$ cat src/rtl/bus_resolver.sv
// Shared-bus hub: resolves all register drivers into one wired-AND bus value,
// registers it with the last owner, and tracks contention into a sticky fault.
module bus_resolver #(
   parameter int unsigned WIDTH                = 8,
   parameter int unsigned NUM_DRIVERS          = 4,
   parameter logic [WIDTH-1:0] PULL_VALUE      = 8'hff,
   parameter int unsigned CNT_WIDTH            = 8,
   localparam int unsigned IDX_W = (NUM_DRIVERS > 1) ? $clog2(NUM_DRIVERS) : 1
) (
   input  logic                          clk,
   input  logic                          reset,
   input  logic [NUM_DRIVERS*WIDTH-1:0]  drv_data,
   input  logic [NUM_DRIVERS-1:0]        drv_en,
   input  logic                          clear_fault,
   output logic [WIDTH-1:0]              bus_value,
   output logic                          bus_driven,
   output logic                          contention,
   output logic [WIDTH-1:0]              bus_q,
   output logic [IDX_W-1:0]              owner_q,
   output logic [1:0]                    state,
   output logic                          fault,
   output logic [CNT_WIDTH-1:0]          contention_count
);

   typedef enum logic [1:0] {
      IDLE       = 2'd0,
      DRIVEN     = 2'd1,
      CONTENTION = 2'd2,
      FAULT      = 2'd3
   } state_t;

   state_t                state_q, state_d;
   logic [WIDTH-1:0]      and_acc;
   logic                  any_en;
   logic                  multi_en;
   logic [IDX_W-1:0]      low_idx;
   logic [CNT_WIDTH-1:0]  cnt_q;
   logic [IDX_W-1:0]      owner_r;
   logic [WIDTH-1:0]      bus_r;

   // One scan gives the wired-AND, the enable population class and the lowest owner.
   always_comb begin
      and_acc  = '1;
      any_en   = 1'b0;
      multi_en = 1'b0;
      low_idx  = '0;
      for (int unsigned i = 0; i < NUM_DRIVERS; i++) begin
         if (drv_en[i]) begin
            and_acc = and_acc & drv_data[i*WIDTH +: WIDTH];
            if (any_en) begin
               multi_en = 1'b1;
            end else begin
               low_idx = IDX_W'(i);
            end
            any_en = 1'b1;
         end
      end
   end

   assign bus_value  = any_en ? and_acc : PULL_VALUE;
   assign bus_driven = any_en;
   assign contention = multi_en;

   always_comb begin
      state_d = state_q;
      if (clear_fault) begin
         state_d = IDLE;
      end else begin
         case (state_q)
            IDLE, DRIVEN: begin
               if (multi_en)    state_d = CONTENTION;
               else if (any_en) state_d = DRIVEN;
               else             state_d = IDLE;
            end
            CONTENTION: begin
               if (multi_en)    state_d = FAULT;
               else if (any_en) state_d = DRIVEN;
               else             state_d = IDLE;
            end
            FAULT:   state_d = FAULT;
            default: state_d = IDLE;
         endcase
      end
   end

   always_ff @(posedge clk) begin
      if (reset) begin
         state_q <= IDLE;
         cnt_q   <= '0;
         bus_r   <= PULL_VALUE;
         owner_r <= '0;
      end else begin
         state_q <= state_d;
         bus_r   <= bus_value;
         if (any_en) owner_r <= low_idx;
         if (clear_fault) begin
            cnt_q <= '0;
         end else if (multi_en && (cnt_q != '1)) begin
            cnt_q <= cnt_q + CNT_WIDTH'(1);
         end
      end
   end

   assign bus_q            = bus_r;
   assign owner_q          = owner_r;
   assign state            = state_q;
   assign fault            = (state_q == FAULT);
   assign contention_count = cnt_q;

endmodule

$ cat config.mk
export PLATFORM = sky130hd
export DESIGN_NAME = bus_resolver
export DESIGN_NICKNAME = d
export VERILOG_FILES = /design/src/rtl/bus_resolver.sv
export SDC_FILE = /design/constraint.sdc
export NUM_CORES = 1
export LEC_CHECK = 0
export ABC_AREA = 0
export CAP_MARGIN = 20
export CELL_PAD_IN_SITES_DETAIL_PLACEMENT = 1
export CELL_PAD_IN_SITES_GLOBAL_PLACEMENT = 1
export CORE_UTILIZATION = 23
export CTS_BUF_LIST = sky130_fd_sc_hd__clkbuf_2
export DETAILED_ROUTE_END_ITERATION = 7
export GPL_ROUTABILITY_DRIVEN = 0
export PLACE_DENSITY = 0.81
export SYNTH_ARGS = -nofsm -noshare
export SYNTH_HDL_FRONTEND = slang
export SYNTH_SLANG_ARGS = --single-unit
export TNS_END_PERCENT = 20
$ cat constraint.sdc
create_clock -name clk -period 1.7 [get_ports clk]
set_input_delay 0.17 -clock clk [delete_from_list [all_inputs] [get_ports clk]]
set_output_delay 0.17 -clock clk [all_outputs]
set_load 0.005 [all_outputs]
After elaboration in Yosys (flattened, before gate mapping)
Index checks and enable logic that the tools add are counted.
Storage, ports and cells
  bits in registers: 20
  bits of input ports: 39
  output and inout bits: 31
Operators by class
  $add $sub $neg: 1
  eq/ne operators: 4
  muxes and demuxes: 25
  bitwise operators: 3
  reduce and logical (&&, ||, !) cells: 4
Operators with widths (number)
  two-way mux 8 bit: 5
  AND 8 bit: 3
  two-way mux 1 bit: 13
  two-way mux 2 bit: 6
  adder 8 x 1 -> 8 bit, second input constant: 1
  != test 8 bit, second input constant: 1
  one-hot mux 2 bit (3 select lines): 1
  equality test 2 bit, second input constant: 2
  OR reduction 2 bit: 2
  equality test 2 x 1 -> 1 bit, second input constant: 1
  zero test 2 bit: 1
  logical AND 1 bit: 1

Depth between registers and ports, before layout
Gate-level depths: netlist of run 1.
  depth in word-level cells: 9
  depth in mapped cells: 7
  gate-level depth less buffers: 5

Least setup slack after synthesis of run 1
Ideal clock, no wire load.
  kind: flip-flop to flip-flop
  from: reg cnt_q[0] (netlist: contention_count[0])
  to: reg cnt_q[4] (netlist: contention_count[4])
  library setup time: 0.070 ns
  data arrival time: 1.329 ns
  required time: 1.630 ns
  slack: 0.301 ns
  cell stages (with the launch flop): 6
  buffers on the path: 0
  clock period less this slack: 1.399 ns
  path through: dfxtp_1 -> ha_1 -> nand3_1 -> nor2_1 -> or4_1 -> a21oi_1
Between the ends
  longest elaborated chain between the ends: 2
  elaborated cells on any way between the ends: 3
  those cells by class: add/sub: 1; eq/ne: 1; reduce/logical: 1
RTL lines
  start, declared: RTL line 37  | logic [CNT_WIDTH-1:0] cnt_q;
  start signal, assigned: RTL line 99  | cnt_q <= cnt_q + CNT_WIDTH'(1);
  parallel branches: the longest is 2 deep, another holds adder 8 x 1 -> 8 bit
Several ways; the timed one is not identified.
A chain may end at the register's enable or synchronous reset.

Worst setup path after layout of run 1
  from: in drv_en[0]
  to: out bus_value[2]
Between the ends
  longest elaborated chain between the ends: 8
  elaborated cells on any way between the ends: 12
  those cells by class: mux: 9; bitwise: 3
RTL lines
  start, declared: RTL line 13  | input logic [NUM_DRIVERS-1:0] drv_en,
  two-way mux 8 bit: RTL line 48  | if (drv_en[i]) begin
  AND 8 bit: RTL line 49  | and_acc = and_acc & drv_data[i*WIDTH +: WIDTH];
  two-way mux 8 bit: RTL line 48
  AND 8 bit: RTL line 49
  two-way mux 8 bit: RTL line 48
  AND 8 bit: RTL line 49
  two-way mux 8 bit: RTL line 48
  two-way mux 8 bit (*): RTL line 60  | assign bus_value = any_en ? and_acc : PULL_VALUE;
  end, declared: RTL line 15  | output logic [WIDTH-1:0] bus_value,
Every way passes the cells marked *; elsewhere a longest branch is shown, timed or not.

==> run metrics, run 1 <==
status=finished clean; Hold Path Origin=drv_en[0]; TritonCTS buffer count=3; Die Area=4290 um^2; WP data required=1.53 ns; vias=1236; share of cells above drive strength 1=16.6%; Remaining DRCs=0; Final period util=97.8%; Setup TNS=0 ns; Tightest Pin Transition=0.335 ns; clock-pin slew on the worst setup and hold paths=0.17 ns; skew final=0.000927 ns; CTS tree=built; Synth area leaders=dfxtp_1, o22ai_1, or2_2, nor2_1, a21oi_1; root buffer cell=clkbuf_2; min Tclk post-route=1.66 ns; Total Nets Final=241; Design Area, Final=1840 um^2; Post-synth EDFFs=0; Ys Warns=0; Critical Path Sink Type=primary output; Filler Cells Inserted=438; Die W=65.5 um; Data arrival, critical path=1.49 ns; Total GRT Usage=18.9%; H-tree depth=1; Post-DRT Antenna Nets=0; Initial Util=24.6%; DP HPWL=3.00 mm; Min-Delay Path Depth=3; WL/cell=15.1 um; VDD IR max=0.000275 V; syn avg cell area=8.20 um^2; RSZ-0062 raised after global routing=true; 1st-pass router iterations=4; pin count of the biggest net entering global routing=11; crit-path max FO=8; GR Overflow Total=0; clk_lat worst skew=0.31 ns; site row count=22; path depth of the worst reg2reg path=6; max_slew headroom=77.3%; max-slew violations=0; sequential share of the synthesized area=43.2%; vias in the first global route=1382; Area growth, synth to finish=98.9%; Crit-path slowest cell=clkdlybuf4s50_1; number of buffers added on ports=69; Final Hold Viols=0; Post-Syn Area=927 um^2; top post-synthesis cells by count=dfxtp_1, o22ai_1, nor2_1; via-per-instance ratio=5.00; Post-Syn Instances=113; worst path cell trace=clkdlybuf4s15_1 > buf_4 > clkinv_1 > buf_12 > o22ai_1 > nor2_1 > clkdlybuf4s50_1; slowest stage delay, CP=0.44 ns; worst r2r dst=contention_count[5]; die outline height=65.5 um; deepest clock path buffer count=2; # diodes=0; Post-DP Area=1810 um^2; worst r2r src=contention_count[1]; Fmax=601 MHz; Pwr per Cell Area=549 nW/um^2; Hold Path End=owner_q[0]; final setup vio count=0; Hold/Removal Path Class=input port to flip-flop; most frequent cell after synthesis=dfxtp_1; 1st-iter DRT viols=77; IO Pins=70; clock sinks=20; crit start category=input port; dominant cell type by area after synthesis=dfxtp_1; Synth top area share=43.2%; initial antenna violation count=0; critical path class=input port to primary output; LEAKAGE=0.719 nW; hold_buf cts=0; DRT Wirelength=3.73 mm; Synth Net Count=153; flop2flop setup slack=0.12 ns; max-cap violations=0; prevailing post-synth register cell=dfxtp_1; asr flop ratio synth=0%; FF+latch count, synth=20; Std-Cell Core Area=3770 um^2; Netlist cell types=29; first-pass GRT wire length=6.16 mm
cell families after synthesis:
group | synth area share [%]
compound gates | 26.0
fa+ha+maj | 1.35
buf+inv | 4.59
flops | 43.2
simple gates | 24.8
metrics by stage:
stage | setup slack, ns | hold WS, ns | total power [mW] | utilization (%) | cells
global route | -0.0267 | 0.293 | 1.07 | 48.9 | 247
detailed placement | -0.475 | 0.508 | 0.838 | 47.9 | 242
global placement | -0.367 | 0.489 | 0.829 | 47.9 | 242
floorplan | 0.301 | 0.243 | 0.597 | - | 113
CTS | 0.0116 | 0.303 | 1.02 | 48.7 | 247
finish | 0.0366 | 0.307 | 1.01 | 48.9 | 247
worst max-delay path: cells and delay by family:
kind                   cells  cell delay, ns
AND/OR/NAND/NOR            1            0.08
AO/OA/AOI/OAI              1            0.17
buffers and inverters      5            1.07
sequential cells by signal (all words and copies together) (netlist names):
| signal | cells |
|---|---|
| state | 2 |
| bus_q | 8 |
| owner_q | 2 |
| contention_count | 8 |
layout by cell type, fill, tap and decap left out, drive strengths merged:
master,netlist,layout
and3,1,1
inv,3,3
dlygate4sd2,0,8
ha,1,1
o22ai,16,16
nand2,4,4
nand3b,1,1
dfxtp,20,20
dlymetal6s2s,0,1
clkbuf,2,3
clkinv,4,4
o311ai,2,2
and4,1,1
nand3,1,1
or2,9,9
nor2,10,10
nand4,3,3
or4,3,3
o21ai,7,7
clkdlybuf4s15,0,2
nor3,3,3
or3,4,4
a21oi,7,7
o21a,1,1
buf,2,18
a211oi,2,2
o31ai,3,3
o41ai,1,1
clkdlybuf4s50,0,58
and2,1,1
nor4,1,1
area by class of cell:
| type | count | area, um^2 | share of cell area [%] |
|---|---|---|---|
| multi-input cells | 82 | 494 | 26.8 |
| flip-flops and latches | 20 | 400 | 21.7 |
| repair buffers | 87 | 847 | 45.9 |
| clock buffers | 3 | 15.0 | 0.814 |
| well taps | 48 | 60.1 | 3.26 |
| inverters | 7 | 27.5 | 1.49 |
what timing repair did:
action,CTS,global route
endpoints found under the setup margin,15,5
gates resized for setup,14,3
pin swaps,3,1
buffers inserted,2,0
report_power, final:
part	internal [mW]	leakage (nW)	switching, mW
sequential	0.492	0.165	0.00828
combinational	0.208	0.542	0.116
clock	0.0481	0.0125	0.140
worst max-delay path by stage:
stage                                   start             endpoint  slack, ns
after floorplan           contention_count[0]  contention_count[4]       0.30
after global placement              drv_en[0]           contention      -0.37
after detailed placement            drv_en[0]  contention_count[2]      -0.47
after CTS                           drv_en[1]         bus_value[5]       0.01
after global routing                drv_en[1]         bus_value[2]      -0.03
final                               drv_en[0]         bus_value[2]       0.04
routing by layer:
metal	GRT usage (%)	routed length [um]	up-vias
met5	0	0	-
met3	8.16	403	2
li1	-	-	597
met4	3.26	17	0
met2	38.0	1960	60
met1	17.4	1350	577
No activity file was read; power rests on OpenSTA's default activity.
==> run 2: changes to the inputs <==
--- a/config.mk
+++ b/config.mk
@@ -9,11 +9,10 @@
 export CAP_MARGIN = 20
 export CELL_PAD_IN_SITES_DETAIL_PLACEMENT = 1
 export CELL_PAD_IN_SITES_GLOBAL_PLACEMENT = 1
-export CORE_UTILIZATION = 23
-export CTS_BUF_LIST = sky130_fd_sc_hd__clkbuf_2
+export CORE_UTILIZATION = 22
 export DETAILED_ROUTE_END_ITERATION = 7
 export GPL_ROUTABILITY_DRIVEN = 0
-export PLACE_DENSITY = 0.81
+export PLACE_DENSITY = 0.78
 export SYNTH_ARGS = -nofsm -noshare
 export SYNTH_HDL_FRONTEND = slang
 export SYNTH_SLANG_ARGS = --single-unit
==> run 2 against run 1 <==
Against the previous run:
- register-to-register slack improved by 0.04 ns
- sequential cell count unchanged
- utilization decreased by 2.9 points
- critical path depth decreased by 1
- cell area increased by 0.54%
- clock power increased by 65%
- critical endpoint is now contention_count[5]
==> run metrics, run 2 (same netlist as run 1, synthesis figures left out) <==
status=finished clean (unchanged); Final period util=90.4% (was 97.8%); Pwr per Cell Area=605 nW/um^2 (was 549 nW/um^2); share of total power consumed by net switching=24.4% (was 26.1%); flop2flop setup slack=0.16 ns (was 0.12 ns); die outline height=66.9 um (was 65.5 um); Finished Core Util=46.0% (was 48.9%); Die Area=4480 um^2 (was 4290 um^2); share of cells above drive strength 1=17.6% (was 16.6%); Initial Util=23.0% (was 24.6%); site row count=23 (was 22); final setup vio count=0 (unchanged); Design Area, Final=1850 um^2 (was 1840 um^2); Remaining DRCs=0 (unchanged); Hold/Removal Path Class=input port to flip-flop (unchanged); H-tree depth=1 (unchanged); TritonCTS buffer count=3 (unchanged); critical path class=input port to flip-flop (was input port to primary output); number of buffers added on ports=69 (unchanged); max-cap violations=0 (unchanged); Data arrival, critical path=1.73 ns (was 1.49 ns); Post-DP Area=1800 um^2 (was 1810 um^2); CTS tree=built (unchanged); 1st-iter DRT viols=29 (was 77); max_slew headroom=79.0% (was 77.3%); clock sinks=20 (unchanged); Final WS setup=0.163 ns (was 0.0366 ns); min Tclk post-route=1.54 ns (was 1.66 ns); post-layout power=1.12 mW (was 1.01 mW); vias=1234 (was 1236); Fmax=651 MHz (was 601 MHz); Critical Path Sink Type=flip-flop (was primary output); IO Pins=70 (unchanged); WL/cell=14.7 um (was 15.1 um); # diodes=0 (unchanged); internal power=0.848 mW (was 0.748 mW); DP HPWL=3.04 mm (was 3.00 mm); RSZ-0062 raised after global routing=false (was true); max-slew violations=0 (unchanged); Clk pwr share=27.8% (was 18.6%); first-pass GRT wire length=5.74 mm (was 6.16 mm); Total GRT Usage=17.1% (was 18.9%); vias in the first global route=1266 (was 1382); via-per-instance ratio=4.96 (was 5.00); Filler Cells Inserted=476 (was 438); worst r2r dst=contention_count[5] (unchanged); commonest non-fill, non-tap cell in the layout=clkdlybuf4s50_1 (unchanged); Post-DRT Antenna Nets=0 (unchanged); Hold Path End=owner_q[1] (was owner_q[0]); initial antenna violation count=0 (unchanged); Flop pwr share=44.6% (was 49.4%); deepest clock path buffer count=2 (unchanged); Total Nets Final=241 (unchanged); worst r2r src=contention_count[1] (unchanged); Min-Delay Path Depth=3 (unchanged); most frequent cells in the layout=clkdlybuf4s50_1, dfxtp_1, buf_4 (was clkdlybuf4s50_1, dfxtp_1, o22ai_1); path depth of the worst reg2reg path=6 (unchanged); pre-CTS WS=-0.406 ns (was -0.475 ns); Std-Cell Core Area=4030 um^2 (was 3770 um^2); GR Overflow Total=0 (unchanged); Hold Path Origin=drv_en[1] (was drv_en[0]); clk_lat worst skew=0.26 ns (was 0.31 ns); Final Hold Viols=0 (unchanged); P_sw=0.274 mW (was 0.264 mW); DRT Wirelength=3.66 mm (was 3.73 mm); crit-path max FO=8 (unchanged); Area growth, synth to finish=100% (was 98.9%); WP data required=1.89 ns (was 1.53 ns); root buffer cell=clkbuf_8 (was clkbuf_2); Setup TNS=0 ns (unchanged); Tightest Pin Transition=0.312 ns (was 0.335 ns); fin cells=249 (was 247); pin count of the biggest net entering global routing=11 (unchanged); hold_ws=0.384 ns (was 0.307 ns); skew final=0.00396 ns (was 0.000927 ns); 1st-pass router iterations=4 (unchanged); Comb pwr share=27.7% (was 32.0%); Die W=66.9 um (was 65.5 um); VDD IR max=0.000254 V (was 0.000275 V); crit start category=input port (unchanged); LEAKAGE=0.720 nW (was 0.719 nW); clock-pin slew on the worst setup and hold paths=0.07 ns (was 0.17 ns); placed insts=245 (was 242)
[run 2: worst max-delay path by stage]
| stage | startpoint | slack (ns) | endpoint | cells past startpoint |
|---|---|---|---|---|
| after floorplan | contention_count[0] | 0.30 | contention_count[4] | 5 |
| after global placement | drv_en[0] | -0.36 | contention | 5 |
| after detailed placement | drv_en[0] | -0.41 | contention | 5 |
| after CTS | contention_count[1] | 0.09 | contention_count[5] | 6 |
| after global routing | contention_count[1] | 0.07 | contention_count[5] | 6 |
| final | drv_en[0] | 0.16 | contention_count[5] | 6 |
[run 2: worst max-delay path, cell delays in order]
cell	delay [ns]
dlygate4sd2_1	0.26
nor3_1	0.06
or3_4	0.40
buf_4	0.17
or4_1	0.50
a21oi_1	0.16
[run 2: timing repair]
action / in CTS / in global routing
pin swaps: 4 / 0
hold buffers: 0 / 0
endpoints found under the setup margin: 16 / 2
buffers inserted: 1 / 0
resized for setup: 18 / 1
[run 2: final cells by class]
cell class                      instances  area, um^2  area share, %
Sequential cell                        20         400           21.6
Timing Repair Buffer                   87         821           44.3
Inverter                                7        28.8           1.55
Multi-Input combinational cell         82         500           27.0
Tap cell                               50        62.6           3.37
Clock buffer                            3        41.3           2.23
[run 2: layer usage]
layer | part of all wire [%] | vias to the layer above | GRT usage [%]
met1 | 39 | 586 | 18.6
li1 | - | 597 | -
met4 | 1.1 | 0 | 5.59
met3 | 7.2 | 5 | 4.28
met2 | 53 | 46 | 31.7
met5 | 0 | - | 0
[run 2: power by group through the flow]
stage / registers (mW) / logic (mW) / clock network [mW]
after floorplan: 0.513 / 0.0846 / 0
after global placement: 0.510 / 0.312 / 0
after detailed placement: 0.511 / 0.322 / 0
after CTS: 0.500 / 0.314 / 0.319
after global routing: 0.503 / 0.336 / 0.340
final: 0.500 / 0.310 / 0.311
==> run 3: changes to the inputs <==
--- a/config.mk
+++ b/config.mk
@@ -6,9 +6,11 @@
 export NUM_CORES = 1
 export LEC_CHECK = 0
 export ABC_AREA = 0
+export ABC_CLOCK_PERIOD_IN_PS = 1700
 export CAP_MARGIN = 20
 export CELL_PAD_IN_SITES_DETAIL_PLACEMENT = 1
 export CELL_PAD_IN_SITES_GLOBAL_PLACEMENT = 1
+export CORE_MARGIN = 1
 export CORE_UTILIZATION = 22
 export DETAILED_ROUTE_END_ITERATION = 7
 export GPL_ROUTABILITY_DRIVEN = 0
==> results of run 3 <==
No change in the layout: final DEF, timing and power equal those of run 2.
